<file path="src/rtl/instruction_loader_pkg.sv">
// ---------------------------------------------------------------------------
// instruction_loader_pkg
// Shared definitions for the instruction loader: FSM state encoding, word and
// address widths, and the session range check used when a load is requested.
// ---------------------------------------------------------------------------
package instruction_loader_pkg;

   localparam int WORD_W = 32;
   localparam int ADDR_W = 64;
   localparam int BYTE_W = 8;

   typedef enum logic [2:0] {
      ST_IDLE    = 3'd0,
      ST_COLLECT = 3'd1,
      ST_WRITE   = 3'd2,
      ST_FINISH  = 3'd3,
      ST_ERROR   = 3'd4
   } state_t;

   // True when the session is word aligned and fits below limit. The end
   // address is formed in ADDR_W+1 bits so a base near the top of the 64-bit
   // space cannot wrap around into an apparently legal range.
   function automatic logic range_ok(input logic [ADDR_W-1:0] base,
                                     input logic [15:0]       nw,
                                     input logic [ADDR_W:0]   limit);
      logic [ADDR_W:0] end_addr;
      end_addr = {1'b0, base} + {47'd0, nw, 2'b00};
      return (base[1:0] == 2'b00) && (end_addr <= limit);
   endfunction

endpackage

</file>
<file path="src/rtl/instruction_loader_byte_packer.sv">
// ---------------------------------------------------------------------------
// instruction_loader_byte_packer
// Assembles four consecutive bytes into one little-endian 32-bit word.
//   clk, reset_n : clock, asynchronous active-low reset
//   i_clear      : restart byte alignment at byte 0
//   i_push       : accept i_data as the next byte
//   i_data       : incoming byte
//   o_last       : the byte being pushed completes the word
//   o_word       : assembled word (byte 0 in bits [7:0]); holds until overwritten
// ---------------------------------------------------------------------------
module instruction_loader_byte_packer
   import instruction_loader_pkg::*;
(
   input  logic              clk,
   input  logic              reset_n,
   input  logic              i_clear,
   input  logic              i_push,
   input  logic [BYTE_W-1:0] i_data,
   output logic              o_last,
   output logic [WORD_W-1:0] o_word
);

   logic [1:0]        r_idx;
   logic [WORD_W-1:0] r_word;

   always_ff @(posedge clk or negedge reset_n) begin
      if (!reset_n) begin
         r_idx  <= '0;
         r_word <= '0;
      end else if (i_clear) begin
         r_idx <= '0;
      end else if (i_push) begin
         r_word[{r_idx, 3'b000} +: BYTE_W] <= i_data;
         // Two-bit counter wraps to 0 after the fourth byte.
         r_idx <= r_idx + 2'd1;
      end
   end

   assign o_last = i_push && (r_idx == 2'd3);
   assign o_word = r_word;

endmodule

</file>
<file path="src/rtl/instruction_loader.sv">
// ---------------------------------------------------------------------------
// instruction_loader
// Loads a byte stream into instruction memory as 32-bit little-endian words.
//   MEM_BYTES  : byte capacity of the target memory (multiple of 4)
//   clk        : clock, rising edge
//   reset_n    : asynchronous active-low reset
//   start      : request a session (only honoured in IDLE)
//   base_addr  : first byte address, sampled with start
//   num_words  : words to load, sampled with start
//   in_valid / in_data / in_ready : byte stream handshake
//   mem_we / mem_addr / mem_wdata : one-cycle word write to memory
//   busy       : not in IDLE
//   done       : one-cycle pulse on completion
//   err        : one-cycle pulse on a rejected start
//   word_count : words written in the current or last session
// ---------------------------------------------------------------------------
module instruction_loader
   import instruction_loader_pkg::*;
#(
   parameter int MEM_BYTES = 16
) (
   input  logic              clk,
   input  logic              reset_n,
   input  logic              start,
   input  logic [ADDR_W-1:0] base_addr,
   input  logic [15:0]       num_words,
   input  logic              in_valid,
   input  logic [BYTE_W-1:0] in_data,
   output logic              in_ready,
   output logic              mem_we,
   output logic [ADDR_W-1:0] mem_addr,
   output logic [WORD_W-1:0] mem_wdata,
   output logic              busy,
   output logic              done,
   output logic              err,
   output logic [15:0]       word_count
);

   localparam logic [ADDR_W:0] LIMIT = (ADDR_W+1)'(MEM_BYTES);

   state_t            r_state;
   logic [15:0]       r_num_words;
   logic [15:0]       r_word_count;
   logic [ADDR_W-1:0] r_mem_addr;
   logic              r_in_ready;
   logic              r_mem_we;
   logic              r_busy;
   logic              r_done;
   logic              r_err;

   logic              w_accept_start;
   logic              w_push;
   logic              w_last;
   logic              w_range_ok;
   logic [15:0]       w_count_next;
   logic [WORD_W-1:0] w_word;

   assign w_accept_start = (r_state == ST_IDLE) && start;
   assign w_push         = in_valid && r_in_ready;
   assign w_range_ok     = range_ok(base_addr, num_words, LIMIT);
   assign w_count_next   = r_word_count + 16'd1;

   instruction_loader_byte_packer u_byte_packer (
      .clk     (clk),
      .reset_n (reset_n),
      .i_clear (w_accept_start),
      .i_push  (w_push),
      .i_data  (in_data),
      .o_last  (w_last),
      .o_word  (w_word)
   );

   // All handshake/strobe outputs are registered and set on entry into the
   // state that owns them, so they align exactly with r_state.
   always_ff @(posedge clk or negedge reset_n) begin
      if (!reset_n) begin
         r_state      <= ST_IDLE;
         r_num_words  <= '0;
         r_word_count <= '0;
         r_mem_addr   <= '0;
         r_in_ready   <= 1'b0;
         r_mem_we     <= 1'b0;
         r_busy       <= 1'b0;
         r_done       <= 1'b0;
         r_err        <= 1'b0;
      end else begin
         case (r_state)
            ST_IDLE: begin
               if (start) begin
                  r_num_words  <= num_words;
                  r_word_count <= '0;
                  r_busy       <= 1'b1;
                  if (!w_range_ok) begin
                     r_state <= ST_ERROR;
                     r_err   <= 1'b1;
                  end else if (num_words == 16'd0) begin
                     r_state <= ST_FINISH;
                     r_done  <= 1'b1;
                  end else begin
                     // Address register walks base, base+4, ... one step per write.
                     r_mem_addr <= base_addr;
                     r_state    <= ST_COLLECT;
                     r_in_ready <= 1'b1;
                  end
               end
            end

            ST_COLLECT: begin
               if (w_last) begin
                  r_state    <= ST_WRITE;
                  r_in_ready <= 1'b0;
                  r_mem_we   <= 1'b1;
               end
            end

            ST_WRITE: begin
               r_mem_we     <= 1'b0;
               r_word_count <= w_count_next;
               r_mem_addr   <= r_mem_addr + 64'd4;
               if (w_count_next == r_num_words) begin
                  r_state <= ST_FINISH;
                  r_done  <= 1'b1;
               end else begin
                  r_state    <= ST_COLLECT;
                  r_in_ready <= 1'b1;
               end
            end

            ST_FINISH: begin
               r_state <= ST_IDLE;
               r_done  <= 1'b0;
               r_busy  <= 1'b0;
            end

            ST_ERROR: begin
               r_state <= ST_IDLE;
               r_err   <= 1'b0;
               r_busy  <= 1'b0;
            end

            default: begin
               r_state    <= ST_IDLE;
               r_in_ready <= 1'b0;
               r_mem_we   <= 1'b0;
               r_busy     <= 1'b0;
               r_done     <= 1'b0;
               r_err      <= 1'b0;
            end
         endcase
      end
   end

   assign in_ready   = r_in_ready;
   assign mem_we     = r_mem_we;
   assign mem_addr   = r_mem_addr;
   assign mem_wdata  = w_word;
   assign busy       = r_busy;
   assign done       = r_done;
   assign err        = r_err;
   assign word_count = r_word_count;

endmodule

</file>
<file path="config.mk">
export PLATFORM = sky130hd
export DESIGN_NAME = instruction_loader
export DESIGN_NICKNAME = d
export VERILOG_FILES = /design/src/rtl/instruction_loader_pkg.sv /design/src/rtl/instruction_loader_byte_packer.sv /design/src/rtl/instruction_loader.sv
export SDC_FILE = /design/constraint.sdc
export NUM_CORES = 1
export LEC_CHECK = 0
export BUFFER_PORTS_ARGS = -buffer_cell sky130_fd_sc_hd__clkbuf_2
export CORE_MARGIN = 5
export CORE_UTILIZATION = 40
export CTS_CLUSTER_DIAMETER = 80
export DETAILED_ROUTE_END_ITERATION = 16
export HOLD_SLACK_MARGIN = 0.15
export MAX_ROUTING_LAYER = met4
export PLACE_DENSITY = 0.7
export SLEW_MARGIN = 20
export SYNTH_ARGS = -nofsm -noshare
export SYNTH_HDL_FRONTEND = slang
export SYNTH_SLANG_ARGS = --single-unit
</file>
<file path="constraint.sdc">
create_clock -name clk -period 8 [get_ports clk]
set_input_delay 2.4 -clock clk [delete_from_list [all_inputs] [get_ports clk]]
set_output_delay 2.4 -clock clk [all_outputs]
set_load 0.005 [all_outputs]
</file>
After elaboration in Yosys (flattened, before gate mapping)

Cells that the tools add are included.

$add $sub $neg: 5
Eq/ne operators: 14
Multiplexer cells: 33
Bitwise gates (word level): 6
Shift-type cells: 2
$lt $le $gt $ge: 1
Reductions and logical operators: 24

Operators with widths:

| kind                     | count |
|---|---|
| $mux W64                 | 3 |
| $pmux W64 S2             | 1 |
| $add A64 B18 Y65         | 1 |
| $le A65 B5 Y1 const B    | 1 |
| $add A64 B3 Y64 const B  | 1 |
| $bwmux W32               | 1 |
| $pmux W16 S2             | 1 |
| $shift A8 B7 Y32 const A | 1 |
| $shiftx A8 B7 Y32        | 1 |
| $add A16 B1 Y16 const B  | 1 |
| $eq A16 B16 Y1           | 1 |
| $logic_not A16 Y1        | 1 |
| $mux W16                 | 1 |
| $mux W1                  | 13 |
| $ne A2 B2 Y1 const B     | 6 |
| $reduce_and A2 Y1        | 6 |
| $mux W3                  | 3 |
| $pmux W3 S3              | 1 |
| $mux W2                  | 4 |
| $neg A5 Y7               | 1 |
| $eq A3 B2 Y1 const B     | 2 |
| $not A1 Y1               | 6 |
| $pmux W1 S2              | 3 |
| $reduce_and A6 Y1        | 1 |
| 16 further kinds         | 24 |

Word-level logic and storage cells: 96
Bits in registers: 138
Output and inout bits: 117

Depth between registers and ports, before layout

Depth after elaboration: 6
Depth in mapped cells: 17

Hierarchy

From an unflattened synthesis, not the netlist that was laid out.

Cell total of the unflattened synthesis: 1291
Area total of the unflattened synthesis: 10546.4 µm²

Modules (own cells, without submodules):

| module                         | area an instance (µm²) | cells an instance | instances |
|---|---|---|---|
| instruction_loader             | 8822.2                 | 1131              | 1 |
| instruction_loader_byte_packer | 1724.2                 | 160               | 1 |

Worst setup path before layout

Ideal clock, no wire load.

Path kind: input-to-reg
Start: in base_addr[2]
End: reg r_mem_addr[30], in the netlist mem_addr[30]
Stages on the path: 17
Library setup time: 0.136 ns
Data arrival time: 6.110 ns
Path slack: 1.753 ns
Data required time: 7.864 ns
Cell sequence: ha_1 -> fa_1 -> a211oi_2 -> o21ai_2 -> o221ai_1 -> and3_1 -> clkbuf_1 -> nor3_1 -> nor3_1 -> o2111ai_1 -> or4_1 -> or4_1 -> buf_4 -> nand2_2 -> buf_6 -> buf_6 -> o32ai_1

Longest elaborated chain between the ends: 5

Ends and longest elaborated chain:

| what                               | line                         | source |
|---|---|---|
| start: declaration                 | instruction_loader.sv:25     | `input logic [ADDR_W-1:0] base_addr,` |
| $add A64 B18 Y65                   | instruction_loader_pkg.sv:27 | `end_addr = {1'b0, base} + {47'd0, nw, 2'b00};` |
| $le A65 B5 Y1                      | instruction_loader_pkg.sv:28 | `return (base[1:0] == 2'b00) && (end_addr <= limit);` |
| $logic_and A1 B1 Y1                | instruction_loader_pkg.sv:28 |  |
| $ne A2 B2 Y1 (no source line)      | -                            |  |
| $reduce_and A4 Y1 (no source line) | -                            |  |
| end signal: assignment             | instruction_loader.sv:101    | `r_mem_addr <= base_addr;` |
| end signal: assignment             | instruction_loader.sv:119    | `r_mem_addr <= r_mem_addr + 64'd4;` |
| end: declaration                   | instruction_loader.sv:44     | `logic [ADDR_W-1:0] r_mem_addr;` |

Every way passes these cells.
A chain may end at the register's enable or synchronous reset.

Worst setup path after layout

Start: in base_addr[2]
End: reg r_mem_addr[40], in the netlist mem_addr[40]

Same word-level chain as after synthesis.

==> metrics.md <==
| Metric | Value |
|---|---|
| Final #Nets | 1565 |
| Slew HR | 29.1% |
| Fin Setup TNS | 0 ns |
| CTS Hold Bufs | 0 |
| Critical path's top delay family | simple AND/OR/NAND/NOR gates |
| Async set or reset register ratio after synthesis | 100% |
| Clock transition at path regs | 0.07 ns |
| TritonCTS clock tree | built |
| Worst Tran Pin Value | 1.06 ns |
| CP Max Fanout | 28 |
| Resized Gates After CTS | 0 |
| Multi-input logic area | 6110 um^2 |
| Buf+Inv Stages, Crit Path | 2 |
| Die area | 28000 um^2 |
| Cell count after synthesis | 1263 |
| Crit path arrival time | 7.14 ns |
| I/O pins | 209 |
| Initial antenna violation count | 0 |
| # diodes | 0 |
| Synth area leader | dfrtp_1 |
| Area share of the largest cell type after synthesis | 34.9% |
| Period utilization | 85.5% |
| Leak | 5.10 nW |
| Post-synth EDFFs | 0 |
| PD cells | 153 nW/um^2 |
| Maxcap violations | 0 |
| Most frequent cells in the layout | nand2_1 (232), clkbuf_2 (207), dfrtp_1 (138), nor2_1 (98), o21ai_0 (89) |
| Met2 global-route usage | 38.2% |
| Post-CTS setup buffer count | 0 |
| Hold Path Class | reg -> reg |
| Largest net degree at the start of global routing | 80 |
| Num Clock Sinks | 138 |
| Slowest cell on crit path | or4_1 |
| Worst Hold Path Cells | 2 |
| First-pass GRT wire length | 55.3 mm |
| Vias | 10605 |
| Maximum VDD drop | 0.138 mV |
| Fin Hold WS | 0.478 ns |
| Syn nets | 1379 |
| Layout filler cell count | 2464 |
| Row cnt | 57 |
| Core ar. | 24300 um^2 |
| Worst skew pair latency | 0.43 ns |
| Starting density of the core | 40.7% |
| Routed len/inst | 19.4 um |
| Tmin final | 6.84 ns |
| Register bit total from synthesis | 138 |
| Unrepaired setup endpoints after global routing | false |
| Clk_skew | 0.0170 ns |
| Syn avg cell area | 7.83 um^2 |
| CP Class | in -> reg |
| Register area | 3450 um^2 |
| Critical path cell sequence | clkbuf_2, ha_1, fa_1, a211oi_2, o21ai_2, o221ai_1, and3_1, nor3_1, nor3_1, o2111ai_1, or4_1, or4_1, nand2_2, buf_12, a31oi_1 |
| Fraction of layout cells with a size suffix above 1 | 19.2% |
| Detailed Route Iter0 Violations | 852 |
| Die Y | 167 um |
| Placed instance area | 11200 um^2 |
| Fmax | 0.146 GHz |
| Final ANT Viol Nets | 0 |
| Syn-to-layout area delta | 19.3% |
| Final HPWL DP | 26.7 mm |
| Synthesis Warnings | 0 |
| H-tree depth | 4 |
| WL final | 34.7 mm |
| Grt peak-use layer | met2 |
| Crit. End Element | register |
| Worst EP required | 8.30 ns |
| Most common cell after layout, fill and taps aside | nand2_1 |
| Port bufs | 208 |
| Synth Flop Type | dfrtp_1 |
| Total design power | 1.81 mW |
| CP max stage delay | 0.62 ns |
| Detailed Routing Iterations Pass 1 | 7 |
| M1 GR Usage | 33.0% |
| Count of final max-slew check failures | 0 |
| Chip width | 167 um |
| R2R Setup Slk | 4.65 ns |
| Worst reg2reg path depth | 12 |
| Final Wtd Congestion | 1.02 |
| Sequential fraction of the synthesis area | 34.9% |
| All-Layer GR Usage | 24.7% |
| Total grt overflow | 0 |
| Ranking of synthesized cells by area | dfrtp_1 (35%), nand2_1 (8.8%), o21ai_0 (4.5%) |
| CTS root buf | clkbuf_16 |
| Drt via density | 5.94 |
| Startpoint Class | input pin |
| M3 GR Usage | 3.49% |
| Clk buf depth | 2 |
| Final hold violation count | 0 |
| CTS buffer count | 17 |
| Status | complete, no violations |
| Synth Cell Area | 9890 um^2 |
| Post-route cell area | 11800 um^2 |
| # DRC | 0 |
| Distinct cells, synth | 74 |
| Levels on crit path | 15 |
| Final Util | 48.5% |
| Final setup viols | 0 |
| Vias in the first global route | 10091 |
[worst paths after layout]
path	to	start
max	mem_addr[40]	base_addr[2]
min	u_byte_packer.o_word[23]	u_byte_packer.o_word[23]
max reg2reg	mem_addr[63]	mem_addr[4]
min reg2reg	u_byte_packer.o_word[23]	u_byte_packer.o_word[23]
max in group asynchronous	mem_addr[29]	reset_n
min in group asynchronous	u_byte_packer.o_word[0]	reset_n
[flip-flops by register name, indices dropped and copies added (netlist names)]
register              cells
in_ready                  1
busy                      1
mem_we                    1
r_state                   3
word_count               16
done                      1
u_byte_packer.o_word     32
r_num_words              16
mem_addr                 64
err                       1
u_byte_packer.r_idx       2
[logic make-up (layout without fill, tap and decap cells)]
logic type,after synthesis,in the layout,share of synthesized area [%]
XOR/XNOR,44,44,3.89
buffers and inverters,77,276,3.40
multiplexers,14,14,1.44
flip-flops,138,138,34.9
AND/OR/NAND/NOR,632,632,31.7
AO/OA/AOI/OAI,334,334,21.6
adder cells (fa/ha/maj),24,24,3.11
[worst min-delay path: cells and delay by family (launching register included)]
family | cells | cell delay (ns)
compound gates | 1 | 0.06
simple gates | 1 | 0.04
flops | 1 | 0.34
[Yosys cell counts (all sizes together) (4+ instances only)]
master,n
or4,9
a2111oi,4
nor3b,8
a221oi,5
a211oi,19
nor2b,6
buf,21
xnor2,29
nand2b,8
xor2,15
a21boi,4
nor2,98
ha,23
a21oi,73
a21o,10
o211ai,7
nand4,43
a31oi,32
o21ai,98
or3,14
nor3,35
clkbuf,31
nand3,63
o31ai,6
dfrtp,138
and3,36
nor4,27
o21a,24
and2,19
mux2i,12
inv,25
o21ba,5
a211o,4
or2,6
o2111ai,4
nand2,235
and4,15
o221ai,8
[metrics by stage]
step,instances,setup slack (ns)
floorplan,1263,1.75
global placement,1754,0.912
detailed placement,1754,0.761
CTS,1786,1.19
global route,1786,0.949
finish,1786,1.16
[per-layer routing]
layer	share of wire, %	up-vias
li1	-	5048
met1	44	5038
met2	46	423
met3	5.8	96
met4	4.1	0
met5	0	-
[power breakdown]
part	total [mW]	switching (mW)	internal, mW
sequential	0.728	0.0163	0.712
clock	0.808	0.360	0.448
combinational	0.270	0.177	0.0928
total	1.81	0.553	1.25
[final cells by class]
type | instances | share of cell area [%]
clock buffers | 17 | 3.60
clock inverters | 15 | 1.48
inverters | 25 | 0.795
multi-input cells | 1048 | 51.7
flip-flops and latches | 138 | 29.3
well taps | 324 | 3.43
repair buffers | 219 | 9.68
Note: power is estimated with default switching activity, not from simulation.
